## config.mk

```make
export PLATFORM = sky130hd
export DESIGN_NAME = pad_window_scheduler
export DESIGN_NICKNAME = d
export VERILOG_FILES = /design/src/rtl/pad_window_scheduler.sv
export SDC_FILE = /design/constraint.sdc
export NUM_CORES = 1
export LEC_CHECK = 0
export BUFFER_PORTS_ARGS = -buffer_cell sky130_fd_sc_hd__buf_2
export CAP_MARGIN = 10
export CELL_PAD_IN_SITES_DETAIL_PLACEMENT = 0
export CELL_PAD_IN_SITES_GLOBAL_PLACEMENT = 1
export CORE_ASPECT_RATIO = 1.75
export CORE_MARGIN = 3
export CORE_UTILIZATION = 48
export CTS_CLUSTER_SIZE = 20
export DETAILED_ROUTE_END_ITERATION = 10
export PLACE_DENSITY_LB_ADDON = 0.1
export RECOVER_POWER = 25
export SYNTH_ARGS = -nofsm -noshare
export SYNTH_HDL_FRONTEND = slang
export SYNTH_SLANG_ARGS = --single-unit
export TNS_END_PERCENT = 50
```

## constraint.sdc

```tcl
create_clock -name i_clk -period 8.2 [get_ports i_clk]
set_input_delay 1.64 -clock i_clk [delete_from_list [all_inputs] [get_ports i_clk]]
set_output_delay 1.64 -clock i_clk [all_outputs]
set_load 0.02 [all_outputs]
```

## src/rtl/pad_window_scheduler.sv

```systemverilog
// Raster-scan sequencer for a 3x3, pad-1 window: emits anchor (row, col) and tap-valid mask.
// Optional stride-2 support is built only when PAD_STRIDE2_EN is defined.
module pad_window_scheduler #(
    parameter int unsigned DIM_W = 8
) (
    input  logic             i_clk,
    input  logic             i_rst,
    input  logic             i_start,
    input  logic [DIM_W-1:0] i_height,
    input  logic [DIM_W-1:0] i_width,
    input  logic             i_stride2,
    input  logic             i_ready,
    output logic             o_valid,
    output logic [DIM_W-1:0] o_row,
    output logic [DIM_W-1:0] o_col,
    output logic [8:0]       o_sel,
    output logic             o_last,
    output logic             o_busy,
    output logic             o_done
);

    typedef enum logic [1:0] {
        StIdle,
        StRun,
        StDone
    } state_e;

    state_e           state_q, state_d;
    logic [DIM_W-1:0] h_q, h_d;
    logic [DIM_W-1:0] w_q, w_d;
    logic [DIM_W-1:0] row_q, row_d;
    logic [DIM_W-1:0] col_q, col_d;
    logic [8:0]       sel_q, sel_d;

    logic [DIM_W:0]   step;
    logic [DIM_W:0]   row_nxt;
    logic [DIM_W:0]   col_nxt;
    logic             col_wrap;
    logic             at_last;
    logic             start_ok;

    // Tap (r, c) hits input (row + r - 1, col + c - 1); shifting by +1 keeps it unsigned,
    // so the valid range becomes [1, dim].
    function automatic logic [8:0] tap_mask(input logic [DIM_W-1:0] row,
                                            input logic [DIM_W-1:0] col,
                                            input logic [DIM_W-1:0] h,
                                            input logic [DIM_W-1:0] w);
        logic [DIM_W+1:0] rr;
        logic [DIM_W+1:0] cc;
        logic [8:0]       m;
        m = '0;
        for (int k = 0; k < 9; k++) begin
            rr   = {2'b00, row} + (DIM_W+2)'(k / 3);
            cc   = {2'b00, col} + (DIM_W+2)'(k % 3);
            m[k] = (rr != '0) && (rr <= {2'b00, h}) && (cc != '0) && (cc <= {2'b00, w});
        end
        return m;
    endfunction

`ifdef PAD_STRIDE2_EN
    logic stride_q, stride_d;

    assign step = stride_q ? (DIM_W+1)'(2) : (DIM_W+1)'(1);

    always_comb begin
        stride_d = stride_q;
        if (state_q == StIdle && start_ok) begin
            stride_d = i_stride2;
        end
    end

    always_ff @(posedge i_clk) begin
        if (i_rst) begin
            stride_q <= 1'b0;
        end else begin
            stride_q <= stride_d;
        end
    end
`else
    logic unused_stride2;

    assign step           = (DIM_W+1)'(1);
    assign unused_stride2 = i_stride2;
`endif

    assign start_ok = i_start && (i_height != '0) && (i_width != '0);
    assign row_nxt  = {1'b0, row_q} + step;
    assign col_nxt  = {1'b0, col_q} + step;
    assign col_wrap = col_nxt >= {1'b0, w_q};
    assign at_last  = col_wrap && (row_nxt >= {1'b0, h_q});

    always_comb begin
        state_d = state_q;
        h_d     = h_q;
        w_d     = w_q;
        row_d   = row_q;
        col_d   = col_q;
        sel_d   = sel_q;
        unique case (state_q)
            StIdle: begin
                if (start_ok) begin
                    state_d = StRun;
                    h_d     = i_height;
                    w_d     = i_width;
                    row_d   = '0;
                    col_d   = '0;
                    sel_d   = tap_mask('0, '0, i_height, i_width);
                end
            end
            StRun: begin
                if (i_ready) begin
                    if (at_last) begin
                        state_d = StDone;
                    end else if (col_wrap) begin
                        col_d = '0;
                        row_d = row_nxt[DIM_W-1:0];
                    end else begin
                        col_d = col_nxt[DIM_W-1:0];
                    end
                    sel_d = tap_mask(row_d, col_d, h_q, w_q);
                end
            end
            StDone: begin
                state_d = StIdle;
            end
            default: begin
                state_d = StIdle;
            end
        endcase
    end

    always_ff @(posedge i_clk) begin
        if (i_rst) begin
            state_q <= StIdle;
            h_q     <= '0;
            w_q     <= '0;
            row_q   <= '0;
            col_q   <= '0;
            sel_q   <= '0;
        end else begin
            state_q <= state_d;
            h_q     <= h_d;
            w_q     <= w_d;
            row_q   <= row_d;
            col_q   <= col_d;
            sel_q   <= sel_d;
        end
    end

    assign o_valid = (state_q == StRun);
    assign o_busy  = (state_q == StRun);
    assign o_done  = (state_q == StDone);
    assign o_last  = o_valid && at_last;
    assign o_row   = row_q;
    assign o_col   = col_q;
    assign o_sel   = sel_q;

endmodule

```

Word level (Yosys, flattened, before mapping). Index checks and enable logic that the tools add are counted. Widths: inputs -> output; s select.

Multiplexer cells: 20. Reduce and logical (&&, ||, !) cells: 42. Eq/ne operators: 5. $add $sub $neg: 6. $lt $le $gt $ge: 12.

Operator list (count): $mux 8 (11); $reduce_bool 10->1 (6); $add 8x1->9 const B (4); $le 9x8->1 (4); $pmux 8 s2 (2); $logic_and 1x1->1 (29); $add 8x2->9 const B (2); $ge 9x8->1 (2); $mux 9 (2); $pmux 9 s2 (1); $le 1x8->1 const A (2); $le 2x8->1 const A (2); $le 8x8->1 (2); $reduce_bool 8->1 (2); $mux 2 (3); $reduce_and 3->1 (2); $ne 2x2->1 const B (2); $pmux 2 s2 (1); $eq 2x1->1 const B (1); $eq 2x2->1 const B (1); $logic_not 2->1 (1); $ne 2x1->1 const B (1); $reduce_and 2->1 (1); $reduce_bool 2->1 (1).

Bits of input ports: 21. Flip-flop bits (word level): 43. Output and inout port bits: 29. Word-level logic and storage cells: 91.

Longest topological paths before layout. Gate-level depths: netlist of the first run.

Word-level depth: 13. Gate-level depth with buffers: 27. Gate-level depth less buffers: 25.

Worst setup path before layout of the first run. No wires, ideal clock.

Path type: reg2reg. Start: register row_q[2] (netlist: o_row[2]). End: register sel_q[5] (netlist: o_sel[5]). Buffers on the path: 3. Setup slack: 2.623 ns. Arrival: 5.492 ns. Clock period less this slack: 5.577 ns. Stages on the path, launching flop included: 28. Setup time: 0.086 ns. Data required time: 8.114 ns. Cell sequence: dfxtp_1 buf_2 and2_1 nand4_1 nor2_1 xor2_1 ha_1 and3_1 nor2b_1 or4_4 a211oi_4 buf_6 mux2i_1 inv_1 ha_1 clkbuf_1 a21oi_1 o21a_1 xnor2_1 ha_1 o21a_1 o21a_1 o21a_1 o211ai_1 a21oi_1 a31oi_1 o41ai_2 a211oi_1.

Longest elaborated chain between the ends: 13. Elaborated cells on any way between the ends: 21. Classes of those cells: add/sub: 3; order compare: 3; mux: 9; reduce/logical: 6.

Ends and longest elaborated chain: start: declaration (RTL line 31) `logic [DIM_W-1:0] row_q, row_d;`; start signal: assignment (RTL line 144) `row_q <= row_d;`; $add 8x1->9 (RTL line 87) `assign row_nxt = {1'b0, row_q} + step;`; $ge 9x8->1 (RTL line 90) `assign at_last = col_wrap && (row_nxt >= {1'b0, h_q});`; $logic_and 1x1->1 (RTL line 90); $mux 8 (RTL line 112) `if (at_last) begin`; $mux 8 (RTL line 111) `if (i_ready) begin`; $mux 8 (RTL line 99) `unique case (state_q)`; $add 8x1->9 (RTL line 53) `rr = {2'b00, row} + (DIM_W+2)'(k / 3);`; $le 9x8->1 or $reduce_bool 10->1 (tied branches) (RTL line 55) `m[k] = (rr != '0) && (rr <= {2'b00, h}) && (cc != '0) && (cc <= {2'b00, w});`; $logic_and 1x1->1 (2 in a row) (RTL line 55); $logic_and 1x1->1 (*) (RTL line 55); $mux 9 (*) (RTL line 111); $pmux 9 s2 (*) (RTL line 99); end signal: assignment (RTL line 146) `sel_q <= sel_d;`; end: declaration (RTL line 33) `logic [8:0] sel_q, sel_d;`.

Mark *: on every way between the ends. The rest lies on a longest branch, timed or not. The select of a mux whose other input is x is not followed. A chain may end at the register's enable or synchronous reset.

Worst setup path in the final report of the first run.
Start: register row_q[3] (netlist: o_row[3]). End: register sel_q[5] (netlist: o_sel[5]).

The elaborated chain is that of the path after synthesis.

==> impl_metrics.xml, run 1 <==
<?xml version="1.0" encoding="UTF-8"?>
<metrics>
  <group name="outcome">
    <metric name="result_of_the_run" unit="">completed</metric>
  </group>
  <group name="cells_and_area">
    <metric name="drive_gt1_share" unit="%">9.97</metric>
    <metric name="final-seq-area" unit="sq um">861</metric>
    <metric name="final_core_util" unit="%">53.3</metric>
    <metric name="fillers" unit="">996</metric>
    <metric name="diodes" unit="">0</metric>
    <metric name="final_cell_mix" unit="">nand2_1 (85), ha_1 (73), a21oi_1 (53)</metric>
    <metric name="num-nets-final" unit="">725</metric>
    <metric name="final_common_cell" unit="">nand2_1</metric>
    <metric name="multiInputGateArea" unit="sq um">3530</metric>
    <metric name="area_growth" unit="%">8.47</metric>
  </group>
  <group name="clock_network">
    <metric name="cts_hold_buf" unit="">0</metric>
    <metric name="h-tree-depth" unit="">2</metric>
    <metric name="post-cts-setup-buffer-count" unit="">0</metric>
    <metric name="cts-resized-gates" unit="">0</metric>
    <metric name="clk_transition_reported_paths" unit="ps">60</metric>
    <metric name="source_to_sink_clock_delay_at_the_later_pin_of_the_worst_skew_pair" unit="ps">290</metric>
    <metric name="cts_tree" unit="">built</metric>
    <metric name="cts-root-to-sink-buffers" unit="">2</metric>
    <metric name="clock-sinks" unit="">43</metric>
    <metric name="cts_made_buffers" unit="">5</metric>
    <metric name="clock_tree.root_cell" unit="">clkbuf_16</metric>
  </group>
  <group name="setup_path">
    <metric name="path_max_fanout" unit="">15</metric>
    <metric name="delay_of_the_slowest_cell_on_the_worst_path" unit="ps">710</metric>
    <metric name="critical-path-top-cell-by-count" unit="">ha_1</metric>
    <metric name="required" unit="ps">8410</metric>
    <metric name="critical_path_type" unit="">reg -&gt; reg</metric>
    <metric name="r2r-start" unit="">o_row[3]</metric>
    <metric name="crit_path_start" unit="">o_row[3]</metric>
    <metric name="worstPathArrival" unit="ps">6990</metric>
    <metric name="setup.reg_to_reg.worst_slack" unit="ps">1420</metric>
    <metric name="worst_setup_path_end_kind" unit="">flop</metric>
    <metric name="worstSetupStartpointType" unit="">flop</metric>
    <metric name="critical_path.n_buffers_inverters" unit="">1</metric>
    <metric name="crit_slowest_cell" unit="">dfxtp_1</metric>
    <metric name="critical_path_cell_by_cell" unit="">and2_1, nand4_1, nor2_1, xor2_1, ha_1, and3_1, nor2b_1, or4_4, a211oi_4, mux2i_1, inv_1, ha_1, nand3_1, o21ai_0, xnor2_1, ha_1, o21a_1, o21a_1, o211ai_1, a21oi_1, a31oi_1, o41ai_2, a211oi_1</metric>
    <metric name="cpLargestDelayFamily" unit="">compound AO/OA/AOI/OAI gates</metric>
  </group>
  <group name="synth">
    <metric name="synth_cells" unit="">605</metric>
    <metric name="synth.net_count" unit="">699</metric>
    <metric name="yosysWarnings" unit="">0</metric>
    <metric name="synth.area.top_cells" unit="">ha_1 (20%), dfxtp_1 (18%), nand2_1 (6.9%)</metric>
    <metric name="syn_area" unit="sq um">4660</metric>
    <metric name="number_of_distinct_library_cell_variants_in_the_gate_level_netlist_after_synthesis" unit="">71</metric>
    <metric name="synth_largest_type_area_fraction" unit="%">19.6</metric>
    <metric name="synth_edf_count" unit="">0</metric>
    <metric name="synth_async_sr_flop_share" unit="%">0</metric>
    <metric name="yosys.area.top_type" unit="">ha_1</metric>
    <metric name="synth-seq-area-share" unit="%">18.5</metric>
    <metric name="prevailing_post_synth_register_cell" unit="">dfxtp_1</metric>
    <metric name="synth-seq-cells" unit="">43</metric>
    <metric name="avgSynthCellArea" unit="sq um">7.70</metric>
  </group>
  <group name="sta">
    <metric name="highest_clock_rate" unit="MHz">147</metric>
    <metric name="timing.clock.skew" unit="ps">3.04</metric>
    <metric name="period_needed" unit="ps">6780</metric>
    <metric name="hold_viol_final" unit="">0</metric>
    <metric name="final_min_period_over_clock_period" unit="%">82.7</metric>
    <metric name="holdWs" unit="ps">457</metric>
    <metric name="timing_worst_slew_pin_value" unit="ps">931</metric>
    <metric name="final.setup.worst_slack" unit="ps">1420</metric>
    <metric name="slew-limit-headroom" unit="%">37.6</metric>
    <metric name="grt_setup_unrepaired" unit="">false</metric>
    <metric name="setup_viol" unit="">0</metric>
    <metric name="report.final.slew_viol_count" unit="">0</metric>
    <metric name="timing.setup.tns" unit="ps">0</metric>
  </group>
  <group name="routing">
    <metric name="dr_wl_met2" unit="um">7520</metric>
    <metric name="routed-via-count" unit="">4470</metric>
    <metric name="wl_met3" unit="um">368</metric>
    <metric name="routed_wirelength" unit="um">13800</metric>
    <metric name="route.detailed.wl_per_inst" unit="um">18.3</metric>
    <metric name="drt_drc_violations_left" unit="">0</metric>
    <metric name="route.detailed.vias_per_inst" unit="">5.93</metric>
    <metric name="routed_length_on_met1" unit="um">5160</metric>
    <metric name="drt_iter0_drc" unit="">190</metric>
    <metric name="drt_first_pass_iters" unit="">5</metric>
    <metric name="ant_nets" unit="">0</metric>
    <metric name="top_layer" unit="">met4</metric>
  </group>
  <group name="die">
    <metric name="placement_rows" unit="">47</metric>
    <metric name="initial_core_util" unit="%">49.2</metric>
    <metric name="die_w" unit="um">80.5</metric>
    <metric name="io-pin-count" unit="">50</metric>
    <metric name="die_ht" unit="um">136</metric>
    <metric name="placeableCoreArea" unit="sq um">9470</metric>
    <metric name="design.die.area" unit="sq um">11000</metric>
  </group>
  <group name="min_path">
    <metric name="timing.hold.worst.class" unit="">reg -&gt; reg</metric>
    <metric name="hold_start" unit="">w_q[5]</metric>
  </group>
  <group name="power_and_ir_drop">
    <metric name="ir_drop" unit="V">0.0000872</metric>
    <metric name="leakage" unit="nW">2.13</metric>
    <metric name="power.density" unit="nW/um^2">131</metric>
    <metric name="post-layout-total-power" unit="W">0.000663</metric>
  </group>
  <group name="global_routing">
    <metric name="antenna_found_initial" unit="">0</metric>
    <metric name="first_global_vias" unit="">4359</metric>
    <metric name="pin_count_of_the_biggest_net_entering_global_routing" unit="">47</metric>
    <metric name="globalRouteOverflowTotal" unit="">0</metric>
    <metric name="grt_usage" unit="%">25.8</metric>
    <metric name="grt_pass1_wl" unit="um">21800</metric>
  </group>
  <group name="place">
    <metric name="place.detailed.hpwl" unit="um">11100</metric>
    <metric name="place.gp.congestion" unit="">0.898</metric>
    <metric name="pre_cts_slack" unit="ps">1480</metric>
    <metric name="io_buffer_count" unit="">48</metric>
  </group>
  <group name="job">
    <metric name="drv_cap" unit="">0</metric>
  </group>
</metrics>
-- final timing paths --
| kind | to | cells after the start |
|---|---|---|
| worst max register to register | o_sel[5] | 23 |
| worst min register to register | w_q[5] | 2 |
| worst max-delay path | o_sel[5] | 23 |
| worst min-delay path | w_q[5] | 2 |
-- area by class of cell --
class | instances | area share [%]
multi-input cells | 500 | 69.9
flip-flops and latches | 43 | 17.0
repair buffers | 50 | 4.61
well taps | 122 | 3.02
clock buffers | 6 | 2.75
inverters | 31 | 2.30
clock inverters | 2 | 0.322
-- worst register-to-register path: stages, from the launching register on --
cell,delay (ps)
dfxtp_1,710
and2_1,260
nand4_1,320
nor2_1,330
xor2_1,220
ha_1,270
and3_1,170
nor2b_1,160
or4_4,450
a211oi_4,570
mux2i_1,540
inv_1,240
ha_1,360
nand3_1,100
o21ai_0,270
xnor2_1,340
ha_1,300
o21a_1,110
o21a_1,160
o211ai_1,170
a21oi_1,90
a31oi_1,170
o41ai_2,140
a211oi_1,250
-- cell usage after synthesis (3+ instances only) --
master	n
o21bai_1	5
and4_1	4
or2_2	3
clkbuf_1	19
o21ai_0	11
nor4_1	5
ha_1	73
dfxtp_1	43
a22o_1	3
xnor2_1	26
nand2_1	85
nor2_1	34
a21o_1	8
o21a_1	11
o21ai_1	5
inv_1	29
a211oi_1	6
o22ai_1	4
xor2_1	13
nand2b_1	4
o211ai_1	3
nor2b_1	13
a21boi_0	4
nand3_1	29
or3_1	3
nor3_1	16
buf_2	6
a31oi_1	11
and3_1	6
nand4b_1	3
and2_1	4
a21oi_1	53
nand4_1	13
-- layer usage --
| metal | vias to the layer above | global-route usage (%) |
|---|---|---|
| met5 | - | 0 |
| met4 | 0 | 16.3 |
| met3 | 45 | 1.99 |
| met2 | 113 | 48.4 |
| met1 | 2088 | 26.8 |
| li1 | 2224 | - |
-- through the flow --
| stage | instance area, sq um | instances |
|---|---|---|
| 2_1_floorplan | 4660 | 605 |
| 3_3_place_gp | 4920 | 746 |
| 3_5_place_dp | 4920 | 746 |
| 4_1_cts | 5070 | 754 |
| 5_1_grt | 5050 | 754 |
| 6_report | 5050 | 754 |
-- sequential cells by signal, indices dropped and copies added (netlist names) --
name     flops
o_sel        9
o_col        8
h_q          8
w_q          8
state_q      2
o_row        8
-- kinds of logic after synthesis --
logic type	count (synthesis)	synth area share (%)
AO/OA/AOI/OAI	148	21.9
XOR/XNOR	42	8.63
adder cells (fa/ha/maj)	73	19.6
buffers and inverters	62	5.64
flip-flops	43	18.5
multiplexers	2	0.430
AND/OR/NAND/NOR	235	25.3
-- report_power, final --
group	total [W]	switching (W)	internal, W
clock	0.000211	0.0000897	0.000122
sequential	0.000228	0.00000824	0.000219
combinational	0.000224	0.000141	0.0000835
No activity file was read; power rests on OpenSTA's default activity.
==> inputs of run 2 (changes only) <==
- CORE_UTILIZATION: 48 -> 40
- clock period: 8.2 -> 6.2 ns (I/O delays scaled with it)
==> impl_metrics.xml, run 2 (synthesis results as in run 1) <==
<?xml version="1.0" encoding="UTF-8"?>
<metrics>
  <group name="outcome">
    <metric name="result_of_the_run" unit="">completed</metric>
  </group>
  <group name="clock_network">
    <metric name="clock-sinks" unit="">43</metric>
    <metric name="cts_hold_buf" unit="">0</metric>
    <metric name="h-tree-depth" unit="">2</metric>
    <metric name="cts_tree" unit="">built</metric>
    <metric name="clock_tree.root_cell" unit="">clkbuf_16</metric>
    <metric name="cts-resized-gates" unit="">0</metric>
    <metric name="cts-root-to-sink-buffers" unit="">2</metric>
    <metric name="post-cts-setup-buffer-count" unit="">0</metric>
    <metric name="cts_made_buffers" unit="">5</metric>
    <metric name="source_to_sink_clock_delay_at_the_later_pin_of_the_worst_skew_pair" unit="ps">290</metric>
    <metric name="clk_transition_reported_paths" unit="ps">70</metric>
  </group>
  <group name="routing">
    <metric name="ant_nets" unit="">0</metric>
    <metric name="route.detailed.vias_per_inst" unit="">5.78</metric>
    <metric name="drt_first_pass_iters" unit="">4</metric>
    <metric name="routed_wirelength" unit="um">14600</metric>
    <metric name="drt_iter0_drc" unit="">142</metric>
    <metric name="routed-via-count" unit="">4548</metric>
    <metric name="drt_drc_violations_left" unit="">0</metric>
    <metric name="route.detailed.wl_per_inst" unit="um">18.5</metric>
  </group>
  <group name="setup_path">
    <metric name="worstPathArrival" unit="ps">5950</metric>
    <metric name="path_max_fanout" unit="">9</metric>
    <metric name="worst_setup_path_end_kind" unit="">flop</metric>
    <metric name="worstSetupStartpointType" unit="">flop</metric>
    <metric name="critPathCapture" unit="">o_sel[8]</metric>
    <metric name="setup.reg_to_reg.worst_slack" unit="ps">460</metric>
    <metric name="required" unit="ps">6410</metric>
    <metric name="critical_path_type" unit="">reg -&gt; reg</metric>
    <metric name="r2r-start" unit="">o_col[0]</metric>
    <metric name="worst-r2r-cell-count" unit="">25</metric>
    <metric name="regToRegEndpoint" unit="">o_sel[8]</metric>
    <metric name="crit_path_start" unit="">o_col[0]</metric>
  </group>
  <group name="sta">
    <metric name="period_needed" unit="ps">5740</metric>
    <metric name="slew-limit-headroom" unit="%">42.7</metric>
    <metric name="timing.clock.skew" unit="ps">3.52</metric>
    <metric name="final_min_period_over_clock_period" unit="%">92.7</metric>
    <metric name="timing_worst_slew_pin_value" unit="ps">860</metric>
    <metric name="report.final.slew_viol_count" unit="">0</metric>
    <metric name="hold_viol_final" unit="">0</metric>
    <metric name="highest_clock_rate" unit="MHz">174</metric>
    <metric name="setup_viol" unit="">0</metric>
  </group>
  <group name="cells_and_area">
    <metric name="final_core_util" unit="%">46.6</metric>
    <metric name="area_growth" unit="%">12.5</metric>
    <metric name="final_common_cell" unit="">nand2_1</metric>
    <metric name="postLayoutCellArea" unit="sq um">5240</metric>
    <metric name="num-nets-final" unit="">748</metric>
    <metric name="final_cell_mix" unit="">nand2_1 (85), ha_1 (73), a21oi_1 (53)</metric>
    <metric name="max_reg_flops" unit="">9</metric>
    <metric name="diodes" unit="">0</metric>
    <metric name="drive_gt1_share" unit="%">13.3</metric>
    <metric name="fillers" unit="">1194</metric>
  </group>
  <group name="power_and_ir_drop">
    <metric name="clock_network_power_share" unit="%">31.2</metric>
    <metric name="p_comb_share" unit="%">35.3</metric>
    <metric name="p_switching" unit="W">0.000320</metric>
    <metric name="leakage" unit="nW">2.25</metric>
    <metric name="power.density" unit="nW/um^2">171</metric>
    <metric name="seq_power_share" unit="%">33.6</metric>
    <metric name="post-layout-total-power" unit="W">0.000895</metric>
    <metric name="power.share.switching" unit="%">35.8</metric>
    <metric name="power.internal" unit="W">0.000575</metric>
    <metric name="ir_drop" unit="V">0.000125</metric>
  </group>
  <group name="die">
    <metric name="io-pin-count" unit="">50</metric>
    <metric name="initial_core_util" unit="%">41.5</metric>
    <metric name="design.die.area" unit="sq um">13000</metric>
    <metric name="placement_rows" unit="">51</metric>
    <metric name="placeableCoreArea" unit="sq um">11200</metric>
    <metric name="die_w" unit="um">87.6</metric>
    <metric name="die_ht" unit="um">149</metric>
  </group>
  <group name="place">
    <metric name="io_buffer_count" unit="">48</metric>
    <metric name="place.detailed.hpwl" unit="um">12000</metric>
    <metric name="place.gp.congestion" unit="">0.922</metric>
    <metric name="dpl_cell_area" unit="sq um">5080</metric>
  </group>
  <group name="min_path">
    <metric name="timing.hold.worst.class" unit="">reg -&gt; reg</metric>
  </group>
  <group name="global_routing">
    <metric name="grt_pass1_wl" unit="um">23300</metric>
    <metric name="antenna_found_initial" unit="">0</metric>
    <metric name="pin_count_of_the_biggest_net_entering_global_routing" unit="">47</metric>
    <metric name="grt_usage" unit="%">22.9</metric>
    <metric name="globalRouteOverflowTotal" unit="">0</metric>
    <metric name="first_global_vias" unit="">4537</metric>
  </group>
  <group name="job">
    <metric name="drv_cap" unit="">0</metric>
  </group>
</metrics>
[run 2: cell types whose count changed in the layout (fill, tap and decap cells not counted), sizes merged]
| cell | change |
|---|---|
| clkbuf | -1 |
| buf | +24 |
[run 2: metrics by stage]
stage	setup slack [ps]	hold slack [ps]	setup TNS, ps	instances
6_report	456	454	0	787
5_1_grt	-5.93	475	-5.93	787
4_1_cts	377	457	0	784
3_5_place_dp	420	448	0	776
3_3_place_gp	540	444	0	776
2_1_floorplan	623	436	0	605
[run 2: worst min-delay path by stage]
stage / startpoint / depth (start not counted) / endpoint
6_report: h_q[7] / 2 / h_q[7]
5_1_grt: o_sel[0] / 2 / o_sel[0]
4_1_cts: h_q[7] / 2 / h_q[7]
3_5_place_dp: h_q[7] / 2 / h_q[7]
3_3_place_gp: o_sel[0] / 2 / o_sel[0]
2_1_floorplan: h_q[1] / 2 / h_q[1]
[run 2: cell type report]
class                   count  area (sq um)  share of cell area, %
multi-input cells         500          3530                   67.5
clock buffers               6           139                   2.65
well taps                 132           165                   3.15
inverters                  31           116                   2.22
flip-flops and latches     43           861                   16.4
repair buffers             73           407                   7.77
clock inverters             2          16.3                  0.311
[run 2: worst max-delay path: stages (launching register included)]
cell      delay [ps]
dfxtp_1          520
ha_1             270
nand3_2          140
nor2_1           170
xor2_1           240
ha_1             240
nor3_1            60
nor2_1           310
nand4_1          400
a211oi_4         300
buf_4            190
nand2_1           70
xor2_1           150
inv_1             80
ha_1             310
nand2_1           80
o21ai_0          390
nand3_1          160
xnor2_1          180
ha_1             330
nand4_1           90
nor4_1           290
a21oi_1           80
a31oi_1          190
o41ai_2          150
a211oi_1         240
[run 2: power by group through the flow]
stage	logic (W)	clock network (W)	registers [W]
floorplan	0.000213	0	0.000311
global placement	0.000304	0	0.000306
detailed placement	0.000310	0	0.000306
CTS	0.000311	0.000286	0.000300
global route	0.000349	0.000295	0.000302
finish	0.000316	0.000279	0.000300
[run 2: per-layer routing]
metal / vias up / share of wire (%) / GRT usage, %
met5: - / 0 / 0
met4: 0 / 5.0 / 11.3
met3: 40 / 2.6 / 2.38
met2: 93 / 55 / 43.4
met1: 2142 / 37 / 24.0
li1: 2273 / - / -
==> inputs of run 3 (changes only) <==
- RECOVER_POWER: 25 -> unset
- TNS_END_PERCENT: 50 -> unset
==> impl_metrics.xml, run 3 (synthesis results as in run 1) <==
<?xml version="1.0" encoding="UTF-8"?>
<metrics>
  <group name="global_routing">
    <metric name="globalRouteOverflowTotal" unit="">0</metric>
    <metric name="grt_pass1_wl" unit="um">23300</metric>
    <metric name="first_global_vias" unit="">4537</metric>
    <metric name="grt_usage" unit="%">22.9</metric>
    <metric name="antenna_found_initial" unit="">0</metric>
    <metric name="pin_count_of_the_biggest_net_entering_global_routing" unit="">47</metric>
  </group>
  <group name="sta">
    <metric name="setup_viol" unit="">0</metric>
    <metric name="timing_worst_slew_pin_value" unit="ps">854</metric>
    <metric name="period_needed" unit="ps">5750</metric>
    <metric name="timing.clock.skew" unit="ps">3.79</metric>
    <metric name="hold_viol_final" unit="">0</metric>
    <metric name="highest_clock_rate" unit="MHz">174</metric>
    <metric name="report.final.slew_viol_count" unit="">0</metric>
    <metric name="final_min_period_over_clock_period" unit="%">92.7</metric>
    <metric name="timing.setup.tns" unit="ps">0</metric>
    <metric name="slew-limit-headroom" unit="%">42.9</metric>
  </group>
  <group name="cells_and_area">
    <metric name="final-seq-area" unit="sq um">861</metric>
    <metric name="diodes" unit="">0</metric>
    <metric name="drive_gt1_share" unit="%">15.9</metric>
    <metric name="area_growth" unit="%">12.9</metric>
    <metric name="final_core_util" unit="%">46.8</metric>
    <metric name="num-nets-final" unit="">748</metric>
    <metric name="final_cell_mix" unit="">nand2_1 (85), ha_1 (73), a21oi_1 (53)</metric>
    <metric name="multiInputGateArea" unit="sq um">3530</metric>
    <metric name="max_reg_flops" unit="">9</metric>
    <metric name="final_common_cell" unit="">nand2_1</metric>
    <metric name="fillers" unit="">1186</metric>
  </group>
  <group name="setup_path">
    <metric name="crit_slowest_cell" unit="">dfxtp_1</metric>
    <metric name="worstSetupStartpointType" unit="">flop</metric>
    <metric name="required" unit="ps">6410</metric>
    <metric name="delay_of_the_slowest_cell_on_the_worst_path" unit="ps">520</metric>
    <metric name="path_max_fanout" unit="">9</metric>
    <metric name="worst_setup_path_end_kind" unit="">flop</metric>
    <metric name="critical-path-top-cell-by-count" unit="">ha_1</metric>
    <metric name="cpLargestDelayFamily" unit="">simple AND/OR/NAND/NOR gates</metric>
    <metric name="worstPathArrival" unit="ps">5950</metric>
    <metric name="critical_path.n_buffers_inverters" unit="">2</metric>
    <metric name="critical_path_type" unit="">reg -&gt; reg</metric>
  </group>
  <group name="clock_network">
    <metric name="cts-root-to-sink-buffers" unit="">2</metric>
    <metric name="clk_transition_reported_paths" unit="ps">70</metric>
    <metric name="clock_tree.root_cell" unit="">clkbuf_16</metric>
    <metric name="clock-sinks" unit="">43</metric>
    <metric name="cts-resized-gates" unit="">0</metric>
    <metric name="h-tree-depth" unit="">2</metric>
    <metric name="cts_made_buffers" unit="">5</metric>
    <metric name="source_to_sink_clock_delay_at_the_later_pin_of_the_worst_skew_pair" unit="ps">290</metric>
    <metric name="cts_tree" unit="">built</metric>
  </group>
  <group name="routing">
    <metric name="drt_iter0_drc" unit="">147</metric>
    <metric name="drt_drc_violations_left" unit="">0</metric>
    <metric name="route.detailed.vias_per_inst" unit="">5.77</metric>
    <metric name="drt_first_pass_iters" unit="">4</metric>
    <metric name="routed_wirelength" unit="um">14500</metric>
    <metric name="ant_nets" unit="">0</metric>
    <metric name="route.detailed.wl_per_inst" unit="um">18.5</metric>
    <metric name="routed-via-count" unit="">4539</metric>
  </group>
  <group name="power_and_ir_drop">
    <metric name="leakage" unit="nW">2.32</metric>
    <metric name="ir_drop" unit="V">0.000126</metric>
    <metric name="power.density" unit="nW/um^2">170</metric>
  </group>
  <group name="place">
    <metric name="io_buffer_count" unit="">48</metric>
    <metric name="place.gp.congestion" unit="">0.922</metric>
    <metric name="place.detailed.hpwl" unit="um">12000</metric>
  </group>
  <group name="die">
    <metric name="io-pin-count" unit="">50</metric>
    <metric name="initial_core_util" unit="%">41.5</metric>
    <metric name="design.die.area" unit="sq um">13000</metric>
    <metric name="placement_rows" unit="">51</metric>
    <metric name="placeableCoreArea" unit="sq um">11200</metric>
    <metric name="die_w" unit="um">87.6</metric>
    <metric name="die_ht" unit="um">149</metric>
  </group>
  <group name="outcome">
    <metric name="result_of_the_run" unit="">completed</metric>
  </group>
  <group name="min_path">
    <metric name="timing.hold.worst.class" unit="">reg -&gt; reg</metric>
  </group>
  <group name="job">
    <metric name="drv_cap" unit="">0</metric>
  </group>
</metrics>
run 3: stage by stage:
stage | instances | hold WS, ps | power (W) | setup WS (ps) | area, sq um
after global placement | 776 | 444 | 0.000610 | 540 | 5080
after CTS | 784 | 457 | 0.000898 | 377 | 5240
after global routing | 787 | 471 | 0.000947 | -5.92 | 5260
final | 787 | 454 | 0.000896 | 453 | 5260
after detailed placement | 776 | 448 | 0.000616 | 420 | 5080
after floorplan | 605 | 436 | 0.000524 | 623 | 4660
run 3: worst min-delay path: cells and delay by family (launching register included):
family,cells,cell delay [ps]
DFF,1,310
and+or+nand+nor,1,50
AOI/OAI and AO/OA,1,50
run 3: per-layer routing:
layer | track usage (%) | share of wire, % | up-vias
met5 | 0 | 0 | -
met4 | 11.3 | 5.1 | 0
met3 | 2.38 | 2.5 | 42
met2 | 43.4 | 55 | 91
met1 | 24.0 | 37 | 2135
li1 | - | - | 2271
run 3: where the power goes:
part	leakage, nW	switching, W	internal, W
Combinational	1.89	0.000192	0.000125
Sequential	0.350	0.0000100	0.000290
Clock	0.0731	0.000118	0.000161
Total	2.32	0.000320	0.000576
run 3: final timing paths:
check | from | to | slack (ps) | cells after the start
min reg2reg | h_q[7] | h_q[7] | 450 | 2
max | o_col[0] | o_sel[8] | 450 | 25
max reg2reg | o_col[0] | o_sel[8] | 450 | 25
min | h_q[7] | h_q[7] | 450 | 2
run 3: area by class of cell:
class	count	share of cell area (%)
multi-input cells	500	67.2
repair buffers	73	8.14
clock inverters	2	0.309
well taps	132	3.14
flip-flops and latches	43	16.4
clock buffers	6	2.64
inverters	31	2.21
run 3: repair_timing:
item                       in CTS  in global routing
setup endpoints to repair       0                  5
hold endpoints to repair        0                  0
hold buffers                    0                  0
setup buffers                   0                  3
